--- src/rtl/vga_timing_pkg.sv ---
// ============================================================================
//  Module  : vga_timing_pkg
//  Brief   : Shared VGA 640x480@60 timing constants, derived bounds, helpers.
//  Revision: 1.0 - initial release
// ============================================================================
`timescale 1ns/1ps
`default_nettype none

package vga_timing_pkg;

  localparam int c_h_active = 640;
  localparam int c_h_fp     = 16;
  localparam int c_h_sync   = 96;
  localparam int c_h_bp     = 48;
  localparam int c_h_total  = c_h_active + c_h_fp + c_h_sync + c_h_bp;

  localparam int c_v_active = 480;
  localparam int c_v_fp     = 10;
  localparam int c_v_sync   = 2;
  localparam int c_v_bp     = 33;
  localparam int c_v_total  = c_v_active + c_v_fp + c_v_sync + c_v_bp;

  // Sync pulses occupy [start, end) on their axis.
  localparam int c_h_sync_start = c_h_active + c_h_fp;
  localparam int c_h_sync_end   = c_h_sync_start + c_h_sync;
  localparam int c_v_sync_start = c_v_active + c_v_fp;
  localparam int c_v_sync_end   = c_v_sync_start + c_v_sync;

  function automatic logic in_window(input logic [9:0] v, input int lo, input int hi);
    return (int'(v) >= lo) && (int'(v) < hi);
  endfunction

endpackage

`default_nettype wire

--- src/rtl/wrap_counter.sv ---
// ============================================================================
//  Module  : wrap_counter
//  Brief   : Modulo-N enabled counter with look-ahead value and wrap flag.
//  Revision: 1.0 - initial release
// ============================================================================
`timescale 1ns/1ps
`default_nettype none

module wrap_counter #(
  parameter int MODULUS = 800,
  parameter int WIDTH   = 10
) (
  input  logic             clk,
  input  logic             rst,
  input  logic             i_en,
  output logic [WIDTH-1:0] o_count,
  output logic [WIDTH-1:0] o_count_next,
  output logic             o_wrap
);

  localparam logic [WIDTH-1:0] c_last = WIDTH'(MODULUS - 1);

  logic [WIDTH-1:0] r_count;
  logic             w_at_last;

  // Reset parks on the last value so the first enabled edge lands on zero.
  always_ff @(posedge clk) begin
    if (rst) r_count <= c_last;
    else     r_count <= o_count_next;
  end

  always_comb begin
    w_at_last    = (r_count == c_last);
    o_wrap       = i_en && w_at_last;
    o_count_next = r_count;
    if (i_en) o_count_next = w_at_last ? '0 : r_count + WIDTH'(1);
  end

  assign o_count = r_count;

endmodule

`default_nettype wire

--- src/rtl/vga_timing_gen.sv ---
// ============================================================================
//  Module  : vga_timing_gen
//  Brief   : VGA raster timing: position counters, blank, syncs, frame count.
//  Revision: 1.0 - initial release
// ============================================================================
`timescale 1ns/1ps
`default_nettype none

module vga_timing_gen
  import vga_timing_pkg::*;
#(
  parameter int H_ACTIVE = c_h_active,
  parameter int H_FP     = c_h_fp,
  parameter int H_SYNC   = c_h_sync,
  parameter int H_BP     = c_h_bp,
  parameter int V_ACTIVE = c_v_active,
  parameter int V_FP     = c_v_fp,
  parameter int V_SYNC   = c_v_sync,
  parameter int V_BP     = c_v_bp,
  parameter int FC_W     = 16
) (
  input  logic            vga_clk,
  input  logic            reset,
  output logic [9:0]      DrawX,
  output logic [9:0]      DrawY,
  output logic            blank,
  output logic            hs,
  output logic            vs,
  output logic            line_start,
  output logic            frame_start,
  output logic [FC_W-1:0] frame_count
);

  localparam int H_TOTAL = H_ACTIVE + H_FP + H_SYNC + H_BP;
  localparam int V_TOTAL = V_ACTIVE + V_FP + V_SYNC + V_BP;

  logic [9:0]      w_x_next;
  logic [9:0]      w_y_next;
  logic            w_h_wrap;
  logic            w_v_wrap;
  logic            r_blank;
  logic            r_hs;
  logic            r_vs;
  logic            r_line_start;
  logic            r_frame_start;
  logic [FC_W-1:0] r_frame_count;

  wrap_counter #(.MODULUS(H_TOTAL), .WIDTH(10)) u_h_cnt (
    .clk          (vga_clk),
    .rst          (reset),
    .i_en         (1'b1),
    .o_count      (DrawX),
    .o_count_next (w_x_next),
    .o_wrap       (w_h_wrap)
  );

  wrap_counter #(.MODULUS(V_TOTAL), .WIDTH(10)) u_v_cnt (
    .clk          (vga_clk),
    .rst          (reset),
    .i_en         (w_h_wrap),
    .o_count      (DrawY),
    .o_count_next (w_y_next),
    .o_wrap       (w_v_wrap)
  );

  // Decode from the counters' next values so flags land with their position.
  always_ff @(posedge vga_clk) begin
    if (reset) begin
      r_blank       <= 1'b0;
      r_hs          <= 1'b1;
      r_vs          <= 1'b1;
      r_line_start  <= 1'b0;
      r_frame_start <= 1'b0;
      r_frame_count <= '0;
    end else begin
      r_blank       <= in_window(w_x_next, 0, H_ACTIVE) && in_window(w_y_next, 0, V_ACTIVE);
      r_hs          <= !in_window(w_x_next, H_ACTIVE + H_FP, H_ACTIVE + H_FP + H_SYNC);
      r_vs          <= !in_window(w_y_next, V_ACTIVE + V_FP, V_ACTIVE + V_FP + V_SYNC);
      r_line_start  <= w_h_wrap;
      r_frame_start <= w_v_wrap;
      if (w_v_wrap) r_frame_count <= r_frame_count + FC_W'(1);
    end
  end

  assign blank       = r_blank;
  assign hs          = r_hs;
  assign vs          = r_vs;
  assign line_start  = r_line_start;
  assign frame_start = r_frame_start;
  assign frame_count = r_frame_count;

endmodule

`default_nettype wire

--- config.mk ---
export PLATFORM = sky130hd
export DESIGN_NAME = vga_timing_gen
export DESIGN_NICKNAME = d
export VERILOG_FILES = /design/src/rtl/vga_timing_pkg.sv /design/src/rtl/wrap_counter.sv /design/src/rtl/vga_timing_gen.sv
export SDC_FILE = /design/constraint.sdc
export NUM_CORES = 1
export LEC_CHECK = 0
export BUFFER_PORTS_ARGS = -buffer_cell sky130_fd_sc_hd__buf_4
export CORE_MARGIN = 2
export CORE_UTILIZATION = 45
export DETAILED_ROUTE_END_ITERATION = 8
export HOLD_SLACK_MARGIN = 0.1
export PLACE_DENSITY = 0.67
export SLEW_MARGIN = 10
export SYNTH_ARGS = -nofsm -noshare
export SYNTH_HDL_FRONTEND = slang
export SYNTH_SLANG_ARGS = --single-unit
--- constraint.sdc ---
create_clock -name vga_clk -period 2.81 [get_ports vga_clk]
set_input_delay 0.562 -clock vga_clk [delete_from_list [all_inputs] [get_ports vga_clk]]
set_output_delay 0.562 -clock vga_clk [all_outputs]
set_load 0.01 [all_outputs]
==> results.json, run 1 <==
{
  "status": "completed",
  "antenna_violating_nets_post_route": 0,
  "finalNetCount": 290,
  "switching_part_of_the_total_power": 0.432,
  "floorplan.die.height_um": 73.8,
  "post_synth_and_or_nand_nor_area_fraction": 0.315,
  "worstHoldPathType": "reg -> reg",
  "grt_start_max_net_pins": 30,
  "global_route_wire_length_before_repair_mm": 8.18,
  "fill_cells": 462,
  "r2r_end": "vs",
  "track_usage": 0.194,
  "worst_hold_startpoint": "frame_count[11]",
  "cp_data_arrival_time_ps": 2650,
  "finalSetupViolations": 0,
  "insertion_delay_of_the_later_clocked_pin_in_the_worst_skew_pair_ps": 290,
  "timing.critical_path.from_type": "register",
  "timing.critical_path.to_type": "register",
  "critPathTopFamily": "simple AND/OR/NAND/NOR gates",
  "setup_tns_ps": 0,
  "cp_num_buf_inv": 0,
  "drt_first_iter_violations": 96,
  "synth_top_family_by_area": "simple AND/OR/NAND/NOR gates",
  "synth_mux_area_frac": 0,
  "max_cap_viol_count": 0,
  "remaining_drc_errors": 0,
  "power_frac_seq": 0.355,
  "headroom_to_the_max_slew_limit": 0.643,
  "insertedDiodeCount": 0,
  "stdcell_count": 352,
  "numPortBuffers": 42,
  "floorplan.initialDensity": 0.464,
  "worst_ir_drop_vdd_v": 0.000777,
  "synth.avg_cell_area_sq_um": 8.83,
  "critical_path.cell_chain": "ha_1, and4_1, nand3_1, or4_1, xnor2_1, nand4_1",
  "critical-path-max-stage-delay_ps": 620,
  "number_of_enable_type_register_cells_in_the_synthesized_netlist": 0,
  "power.combinational.fraction": 0.461,
  "finish.instance_area_sq_um": 2620,
  "final_hold_viol_count": 0,
  "leakage_nw": 0.953,
  "unrepaired_setup_endpoints_after_global_routing": "false",
  "synth_xor_area_frac": 0.0879,
  "clock_sinks": 41,
  "timing_worst_setup_path_type": "reg -> reg",
  "synth-adder-area-share": 0.0228,
  "synth_compound_gate_area_share": 0.142,
  "layout-area-overhead-vs-synth_pct": 19.5,
  "clock-skew-final_ps": 11.1,
  "postSynth.topFlopCell": "sky130_fd_sc_hd__dfxtp_1",
  "antenna_violations_before_repair": 0,
  "dpl.cell_count": 344,
  "synthDominantCellAreaShare": 0.375,
  "setup_slack_of_the_worst_register_to_register_path_ps": 320,
  "routed_via_density": 5.51,
  "intPower_w": 0.00131,
  "finalWeightedCongestion": 0.864,
  "post_synth_num_cell_types": 55,
  "num_io_pins": 43,
  "dp.final_hpwl_mm": 3.49,
  "routed_wire_per_std_cell_um": 14.1,
  "holdPathStages": 2,
  "post_cts_buffers": 0,
  "ctsResizeCount": 0,
  "cts_htree_levels": 2,
  "cp.required_ps": 2960,
  "vias_in_the_first_global_route": 1737,
  "synth_async_sr_flop_share": 0,
  "synth_seq_cells": 41,
  "critPathSlowestCell": "sky130_fd_sc_hd__or4_1",
  "gate_count_after_technology_mapping": 248,
  "floorplan.die.width_um": 73.8,
  "cts_hold_repair.buffers": 0,
  "rows": 25,
  "final_max_slew_viol_count": 0,
  "ys_seq_area_frac": 0.375,
  "timing_worst_slew_pin_value_ps": 532,
  "switchingPower_w": 0.000996,
  "cts_buffers": 5,
  "total_of_warnings_raised_by_yosys": 0,
  "num_vias": 1939,
  "critical_path.max_fanout": 12,
  "final_layout_size_suffix_gt1_frac": 0.253,
  "timing.reg2reg.worst_path_depth": 6,
  "achievable_frequency_ghz": 0.401,
  "synthDominantAreaCellType": "sky130_fd_sc_hd__dfxtp_1",
  "post_layout_min_period_ps": 2490,
  "reg2reg_from": "u_h_cnt.o_count[0]",
  "grt_remaining_overflow": 0,
  "cell_area_placed_sq_um": 2520,
  "clockBufferDepth": 2,
  "tritoncts": "built",
  "core_area_sq_um": 4720,
  "postSynthNetCount": 254,
  "synthTopCellsByArea": "sky130_fd_sc_hd__dfxtp_1, sky130_fd_sc_hd__xnor2_1, sky130_fd_sc_hd__nor2_1",
  "cts_root_buffer": "sky130_fd_sc_hd__clkbuf_8",
  "post_synthesis_cell_area_sq_um": 2190,
  "clock_power_share": 0.184,
  "cellPowerDensity_nw_per_um2": 881,
  "min_period_over_period": 0.888,
  "min_to": "frame_count[11]",
  "drt-total-wl_mm": 4.98,
  "firstDrtPassIters": 4,
  "clk_pin_slew_worst_paths_ps": 80,
  "die-area_sq_um": 5440
}
cells by family after synthesis:
kind of cell             Yosys count
AND/OR/NAND/NOR                  112
buffers and inverters             26
flip-flops                        41
adder cells (fa/ha/maj)            4
AO/OA/AOI/OAI                     43
XOR/XNOR                          22
cells in the mapped netlist (2+ instances only):
cell type                   count
sky130_fd_sc_hd__nor3_1         7
sky130_fd_sc_hd__o31ai_1        2
sky130_fd_sc_hd__or3_1          2
sky130_fd_sc_hd__nor4_1         4
sky130_fd_sc_hd__clkbuf_1       8
sky130_fd_sc_hd__or2_2          2
sky130_fd_sc_hd__xor2_1         4
sky130_fd_sc_hd__nor3_2         4
sky130_fd_sc_hd__a21o_1         2
sky130_fd_sc_hd__nand3_1        8
sky130_fd_sc_hd__nand2_1       17
sky130_fd_sc_hd__o2111ai_1      3
sky130_fd_sc_hd__nor4_2         6
sky130_fd_sc_hd__o21ai_0        9
sky130_fd_sc_hd__inv_1         11
sky130_fd_sc_hd__nand4_1       11
sky130_fd_sc_hd__buf_2          2
sky130_fd_sc_hd__and3_1         4
sky130_fd_sc_hd__a21oi_1        8
sky130_fd_sc_hd__and2_1         3
sky130_fd_sc_hd__ha_1           4
sky130_fd_sc_hd__a31oi_1        3
sky130_fd_sc_hd__and4_1         5
sky130_fd_sc_hd__nor2_1        25
sky130_fd_sc_hd__dfxtp_1       41
sky130_fd_sc_hd__or4_1          5
sky130_fd_sc_hd__o21a_1         2
sky130_fd_sc_hd__xnor2_1       18
sky130_fd_sc_hd__buf_6          2
routing by layer:
layer	up-vias	GRT usage	routed length [um]
met5	-	0	0
met4	0	0.0667	84
met3	8	0.0453	218
met2	44	0.305	2240
met1	906	0.260	2440
li1	981	-	-
power groups by stage:
stage          clock network [W]  logic, W  registers, W
2_1_floorplan                  0  0.000836      0.000830
3_3_place_gp                   0   0.00106      0.000829
3_5_place_dp                   0   0.00106      0.000828
4_1_cts                 0.000436   0.00107      0.000816
5_1_grt                 0.000453   0.00117      0.000838
6_report                0.000423   0.00106      0.000819
cell type report:
class,instances,area (sq um),share of cell area
Timing Repair Buffer,43,323,0.123
Multi-Input combinational cell,181,1240,0.475
Clock buffer,7,96.3,0.0368
Inverter,12,45.0,0.0172
Clock inverter,1,5.00,0.00191
Sequential cell,41,821,0.314
Tap cell,67,83.8,0.0320
layout by cell type (no fill, tap or decap), drive strengths merged, types with 2 or more instances in the layout:
cell type / count
clkinv: 2
dfxtp: 41
and2: 3
nor3: 11
o21a: 2
buf: 43
xnor2: 18
nor2: 26
nand3: 8
clkbuf: 7
or3: 3
inv: 11
nand4: 12
a21oi: 8
or4: 6
and3: 4
nand2: 17
o21ai: 9
ha: 4
or2: 2
o2111ai: 3
a31oi: 3
and4: 5
o31ai: 2
a221oi: 2
xor2: 4
nor4: 11
a21o: 2
worst register-to-register path, stage by stage, from the launching register on:
cell                      delay, ps
sky130_fd_sc_hd__dfxtp_1        410
sky130_fd_sc_hd__ha_1           230
sky130_fd_sc_hd__and4_1         360
sky130_fd_sc_hd__nand3_1        360
sky130_fd_sc_hd__or4_1          620
sky130_fd_sc_hd__xnor2_1        270
sky130_fd_sc_hd__nand4_1        120
how the worst max path moves through the flow:
stage / to / cells after the start / startpoint
floorplan: vs / 7 / u_h_cnt.o_count[0]
global placement: vs / 6 / u_h_cnt.o_count[0]
detailed placement: vs / 6 / u_h_cnt.o_count[0]
CTS: vs / 6 / u_h_cnt.o_count[0]
global route: vs / 6 / u_h_cnt.o_count[0]
finish: vs / 6 / u_h_cnt.o_count[0]
metrics by stage:
stage / worst slack (ps) / total power, W / hold slack (ps) / utilization
detailed placement: 340 / 0.00189 / 509 / 0.533
floorplan: 730 / 0.00167 / 523 / -
finish: 316 / 0.00231 / 517 / 0.554
global route: 141 / 0.00246 / 546 / 0.554
CTS: 320 / 0.00232 / 523 / 0.554
global placement: 433 / 0.00188 / 505 / 0.533
state kept, by name, summed over array words and instances, names as in the netlist:
register	cells
blank	1
frame_count	16
frame_start	1
hs	1
line_start	1
u_h_cnt.o_count	10
u_v_cnt.o_count	10
vs	1
Note: power is estimated with default switching activity, not from simulation.
==> inputs of run 2 (changes only) <==
ABC_AREA = 1   (was not set)
clock period = 2.6 ns   (was 2.81 ns; I/O delays follow)
==> run 2 against run 1 <==
Effect of this change:
- clock skew shrank 3.9 ps
- cell count grew 34%
- utilization grew 0.50 points
- first-iteration DRC count grew 18%
- critical path type unchanged
- critical endpoint unchanged
- largest power group unchanged
==> results.json, run 2 <==
{
  "switching_part_of_the_total_power": 0.447,
  "final_max_slew_viol_count": 0,
  "cp_num_buf_inv": 1,
  "finalNetCount": 408,
  "worst_ir_drop_vdd_v": 0.000613,
  "floorplan.initialDensity": 0.462,
  "cts_root_buffer": "sky130_fd_sc_hd__clkbuf_8",
  "rows": 26,
  "synth_async_sr_flop_share": 0,
  "core_area_sq_um": 5070,
  "drt-total-wl_mm": 5.38,
  "final_layout_size_suffix_gt1_frac": 0.194,
  "critical-path-max-stage-delay_ps": 530,
  "drt_first_iter_violations": 113,
  "max_cap_viol_count": 0,
  "post_synth_num_cell_types": 32,
  "gate_count_after_technology_mapping": 359,
  "vias_in_the_first_global_route": 2021,
  "routed_wire_per_std_cell_um": 11.4,
  "cellPowerDensity_nw_per_um2": 1040,
  "setup_tns_ps": 0,
  "floorplan.die.height_um": 76.1,
  "cp.required_ps": 2790,
  "unrepaired_setup_endpoints_after_global_routing": "false",
  "clk_pin_slew_worst_paths_ps": 80,
  "fill_cells": 532,
  "critPathTopFamily": "simple AND/OR/NAND/NOR gates",
  "intPower_w": 0.00164,
  "final_cell_mix": "sky130_fd_sc_hd__nand2_1, sky130_fd_sc_hd__nor2_1, sky130_fd_sc_hd__inv_1, sky130_fd_sc_hd__buf_4, sky130_fd_sc_hd__dfxtp_1",
  "synthDominantCellAreaShare": 0.350,
  "clock_power_share": 0.208,
  "antenna_violating_nets_post_route": 0,
  "cts_htree_levels": 2,
  "post_cts_buffers": 0,
  "layout-area-overhead-vs-synth_pct": 21.2,
  "min_period_over_period": 0.784,
  "critical_path.max_fanout": 12,
  "firstDrtPassIters": 4,
  "num_vias": 2271,
  "routed_via_density": 4.80,
  "cts_hold_repair.buffers": 0,
  "timing.reg2reg.worst_path_depth": 10,
  "synthTopCellsByArea": "sky130_fd_sc_hd__dfxtp_1, sky130_fd_sc_hd__nand2_1, sky130_fd_sc_hd__nor2_1",
  "timing_worst_slew_pin_value_ps": 667,
  "grt_remaining_overflow": 0,
  "antenna_violations_before_repair": 0,
  "power_frac_seq": 0.309,
  "synthDominantAreaCellType": "sky130_fd_sc_hd__dfxtp_1",
  "floorplan.die.width_um": 76.1,
  "synth.avg_cell_area_sq_um": 6.52,
  "post_synthesis_cell_area_sq_um": 2340,
  "timing_worst_setup_path_type": "reg -> reg",
  "finalSetupViolations": 0,
  "critPathSlowestCell": "sky130_fd_sc_hd__nor2_2",
  "layout.cells.most_common": "sky130_fd_sc_hd__nand2_1",
  "timing.critical_path.to_type": "register",
  "final_hold_viol_count": 0,
  "finalWeightedCongestion": 0.822,
  "critical_path.cell_chain": "ha_1, nand2_2, clkinv_1, nand2_2, nor2_2, nand3_2, nand2_1, nand3_2, nor2_2, nand2_1",
  "critical_path_cell_count": 10,
  "synth_seq_cells": 41,
  "timing.critical_path.from_type": "register",
  "die-area_sq_um": 5800,
  "tritoncts": "built",
  "netlist_top_cells_count": "sky130_fd_sc_hd__nand2_1, sky130_fd_sc_hd__nor2_1, sky130_fd_sc_hd__inv_1",
  "largest_register_ff_count": 16,
  "postSynthNetCount": 365,
  "leakage_nw": 1.31,
  "worstHoldPathType": "reg -> reg",
  "dp.final_hpwl_mm": 3.94,
  "holdPathStages": 2,
  "switchingPower_w": 0.00133,
  "status": "completed",
  "track_usage": 0.197,
  "post_layout_min_period_ps": 2040,
  "ctsResizeCount": 0,
  "grt_start_max_net_pins": 25,
  "power.combinational.fraction": 0.484,
  "yosys.cell_count.top_type": "sky130_fd_sc_hd__nand2_1",
  "remaining_drc_errors": 0,
  "achievable_frequency_ghz": 0.490,
  "total_of_warnings_raised_by_yosys": 0,
  "cts_buffers": 5,
  "num_io_pins": 43,
  "clockBufferDepth": 2,
  "number_of_enable_type_register_cells_in_the_synthesized_netlist": 0,
  "numPortBuffers": 42,
  "headroom_to_the_max_slew_limit": 0.555,
  "insertedDiodeCount": 0,
  "pwr_total_w": 0.00297,
  "global_route_wire_length_before_repair_mm": 9.42,
  "cp_data_arrival_time_ps": 2230,
  "clock_sinks": 41,
  "postSynth.topFlopCell": "sky130_fd_sc_hd__dfxtp_1",
  "insertion_delay_of_the_later_clocked_pin_in_the_worst_skew_pair_ps": 290,
  "ys_seq_area_frac": 0.350,
  "clock-skew-final_ps": 7.25
}
[run 2: path summary, 6_finish.rpt]
| path | startpoint | endpoint | slack (ps) |
|---|---|---|---|
| worst min-delay path | frame_count[13] | frame_count[13] | 490 |
| worst max-delay path | u_h_cnt.o_count[0] | vs | 560 |
| worst max register to register | u_h_cnt.o_count[0] | vs | 560 |
| worst min register to register | frame_count[13] | frame_count[13] | 490 |
[run 2: final cells by class]
| type | instances | area [sq um] | area share |
|---|---|---|---|
| timing repair buffer | 42 | 315 | 0.111 |
| sequential | 41 | 821 | 0.289 |
| clock inverter | 3 | 65.1 | 0.0229 |
| inverter | 53 | 201 | 0.0710 |
| clock buffer | 5 | 68.8 | 0.0243 |
| tap | 70 | 87.6 | 0.0309 |
| multi-input combinational | 259 | 1280 | 0.451 |
[run 2: worst reg2reg max path: stages (launching register included)]
cell	delay (ps)
sky130_fd_sc_hd__dfxtp_1	410
sky130_fd_sc_hd__ha_1	210
sky130_fd_sc_hd__nand2_2	90
sky130_fd_sc_hd__clkinv_1	80
sky130_fd_sc_hd__nand2_2	60
sky130_fd_sc_hd__nor2_2	530
sky130_fd_sc_hd__nand3_2	150
sky130_fd_sc_hd__nand2_1	120
sky130_fd_sc_hd__nand3_2	90
sky130_fd_sc_hd__nor2_2	140
sky130_fd_sc_hd__nand2_1	60
[run 2: logic make-up after synthesis]
family / synth area share
flops: 0.350
buf+inv: 0.104
fa+ha+maj: 0.0214
xor+xnor: 0.0337
simple gates: 0.405
compound gates: 0.0860
[run 2: stage by stage]
step	cells	worst slack, ps	hold WS (ps)	area (sq um)	utilization
CTS	473	585	492	2840	0.559
global placement	465	640	473	2700	0.533
floorplan	359	994	501	2340	-
global route	473	328	515	2840	0.559
detailed placement	465	593	479	2700	0.533
finish	473	561	490	2840	0.559
[run 2: power groups by stage]
| stage | clock network [W] | logic, W | registers [W] |
|---|---|---|---|
| after floorplan | 0 | 0.00100 | 0.000954 |
| after global placement | 0 | 0.00142 | 0.000930 |
| after detailed placement | 0 | 0.00143 | 0.000930 |
| after CTS | 0.000631 | 0.00144 | 0.000915 |
| after global routing | 0.000660 | 0.00163 | 0.000943 |
| final | 0.000615 | 0.00143 | 0.000916 |
[run 2: per-layer routing]
metal	track usage	vias to the layer above	wire [um]
li1	-	1210	-
met1	0.276	1010	2790
met2	0.309	44	2310
met3	0.0427	7	232
met4	0.0509	0	49
met5	0	-	0
==> inputs of run 3 (changes only) <==
ABC_AREA = 0   (was 1)
PLACE_DENSITY = 0.7   (was 0.67)
clock period = 1.7 ns   (was 2.6 ns; I/O delays follow)
==> run 3 against run 2 <==
Effect of this change:
- the flow now finishes with violations (negative setup slack)
- wire length increased by 21%
- clock power is 9.6% higher
- utilization rose by 16 points
- first-iteration DRC count grew 31%
- sequential cell count is the same
- sequential power is 33% higher
- critical endpoint unchanged
==> results.json, run 3 (synthesis results as in run 1) <==
{
  "clock-skew-final_ps": 7.27,
  "leakage_nw": 1.38,
  "worst_ir_drop_vdd_v": 0.000921,
  "status": "finished with violations",
  "final_layout_size_suffix_gt1_frac": 0.476,
  "insertedDiodeCount": 0,
  "rows": 25,
  "clock_sinks": 41,
  "floorplan.die.height_um": 73.8,
  "final_cell_mix": "sky130_fd_sc_hd__buf_4, sky130_fd_sc_hd__dfxtp_1, sky130_fd_sc_hd__nor2_1, sky130_fd_sc_hd__nand2_1, sky130_fd_sc_hd__xnor2_1",
  "num_io_pins": 43,
  "insertion_delay_of_the_later_clocked_pin_in_the_worst_skew_pair_ps": 300,
  "critical_path.endpoint": "vs",
  "r2r_end": "vs",
  "drt-total-wl_mm": 6.53,
  "core_area_sq_um": 4720,
  "fill_cells": 372,
  "place_worst_setup_slack_ps": -261,
  "timing.critical_path.from": "u_v_cnt.o_count[5]",
  "timing_worst_slew_pin_value_ps": 444,
  "critical_path.max_fanout": 5,
  "num_vias": 2305,
  "ff_latch_area_sq_um": 836,
  "antenna_violating_nets_post_route": 0,
  "cts_htree_levels": 2,
  "headroom_to_the_max_slew_limit": 0.701,
  "clk_pin_slew_worst_paths_ps": 80,
  "tritoncts": "built",
  "grt_remaining_overflow": 0,
  "numPortBuffers": 42,
  "track_usage": 0.243,
  "timing.critical_path.to_type": "register",
  "layout-area-overhead-vs-synth_pct": 55.7,
  "floorplan.initialDensity": 0.464,
  "cts_buffers": 5,
  "routed_via_density": 5.54,
  "layout.cells.most_common": "sky130_fd_sc_hd__buf_4",
  "global_route_wire_length_before_repair_mm": 10.1,
  "final_max_slew_viol_count": 0,
  "setup_slack_ps": -254,
  "setup_slack_of_the_worst_register_to_register_path_ps": -250,
  "whs_ps": 421,
  "cp.required_ps": 1880,
  "remaining_drc_errors": 0,
  "cell_area_placed_sq_um": 3030,
  "routed_wire_per_std_cell_um": 15.7,
  "timing.critical_path.from_type": "register",
  "vias_in_the_first_global_route": 2137,
  "clockBufferDepth": 2,
  "floorplan.die.width_um": 73.8,
  "largest_register_ff_count": 16,
  "min_period_over_period": 1.15,
  "achievable_frequency_ghz": 0.512,
  "drt_first_iter_violations": 148,
  "cellPowerDensity_nw_per_um2": 1650,
  "grt_start_max_net_pins": 30,
  "failing_checks": "negative setup slack",
  "max_cap_viol_count": 0,
  "antenna_violations_before_repair": 0,
  "timing_worst_setup_path_type": "reg -> reg",
  "reg2reg_from": "u_v_cnt.o_count[5]",
  "firstDrtPassIters": 4,
  "finalSetupViolations": 26,
  "timing.reg2reg.worst_path_depth": 5,
  "finalNetCount": 354,
  "cts_root_buffer": "sky130_fd_sc_hd__clkbuf_8",
  "multi_input_area_sq_um": 1480,
  "postLayoutCoreUtil": 0.722,
  "finalWeightedCongestion": 0.843,
  "worstHoldPathType": "in -> reg",
  "unrepaired_setup_endpoints_after_global_routing": "true",
  "final_hold_viol_count": 0,
  "die-area_sq_um": 5440,
  "cp_data_arrival_time_ps": 2130,
  "dp.final_hpwl_mm": 4.33,
  "cts_hold_repair.buffers": 0,
  "post_layout_min_period_ps": 1950,
  "finish.instance_area_sq_um": 3410
}
[run 3: per-layer routing]
layer  track usage  share of wire  wire length, um  vias to the layer above
met5             0              0                0                        -
li1              -              -                -                     1114
met1         0.314           0.45             2910                     1118
met2         0.407           0.49             3200                       60
met4        0.0828          0.024              159                        0
met3        0.0453          0.040              260                       13
[run 3: worst min path at each step]
stage / endpoint / slack, ps / from / depth (start not counted)
floorplan: u_h_cnt.o_count[0] / 490 / u_h_cnt.o_count[0] / 1
global placement: frame_count[11] / 510 / frame_count[11] / 2
detailed placement: frame_count[11] / 510 / frame_count[11] / 2
CTS: frame_count[5] / 420 / reset / 2
global route: u_v_cnt.o_count[6] / 440 / reset / 2
finish: u_h_cnt.o_count[6] / 420 / reset / 2
[run 3: stage by stage]
stage / setup TNS [ps] / instances / power (W)
after CTS: -3760 / 412 / 0.00512
after detailed placement: -3920 / 398 / 0.00395
after floorplan: -3910 / 248 / 0.00295
final: -4030 / 416 / 0.00563
after global placement: -2920 / 398 / 0.00393
after global routing: -6450 / 416 / 0.00594
[run 3: power by group]
part,internal [W],switching [W],leakage [nW],total [W]
logic,0.00185,0.00189,0.995,0.00373
registers,0.00113,0.0000960,0.336,0.00122
clock network,0.000329,0.000345,0.0512,0.000674
[run 3: worst max-delay path, cell delays in order, from the launching register on]
cell and delay (ps):
sky130_fd_sc_hd__dfxtp_2 320, sky130_fd_sc_hd__or3_4 400, sky130_fd_sc_hd__or4_4 570, sky130_fd_sc_hd__a21o_1 210, sky130_fd_sc_hd__a221oi_2 240, sky130_fd_sc_hd__nand4_1 90
[run 3: final cells by class]
cell class / instances / share of cell area
Clock inverter: 2 / 0.00404
Inverter: 12 / 0.0139
Multi-Input combinational cell: 182 / 0.434
Clock buffer: 6 / 0.0242
Sequential cell: 41 / 0.245
Tap cell: 67 / 0.0246
Timing Repair Buffer: 106 / 0.254
[run 3: what timing repair did]
item                                    in CTS  in global routing
gates resized for setup                     18                 23
pin swaps                                   25                 24
setup buffers                                5                  6
endpoints found under the setup margin      25                 29
cloned                                       1                  0
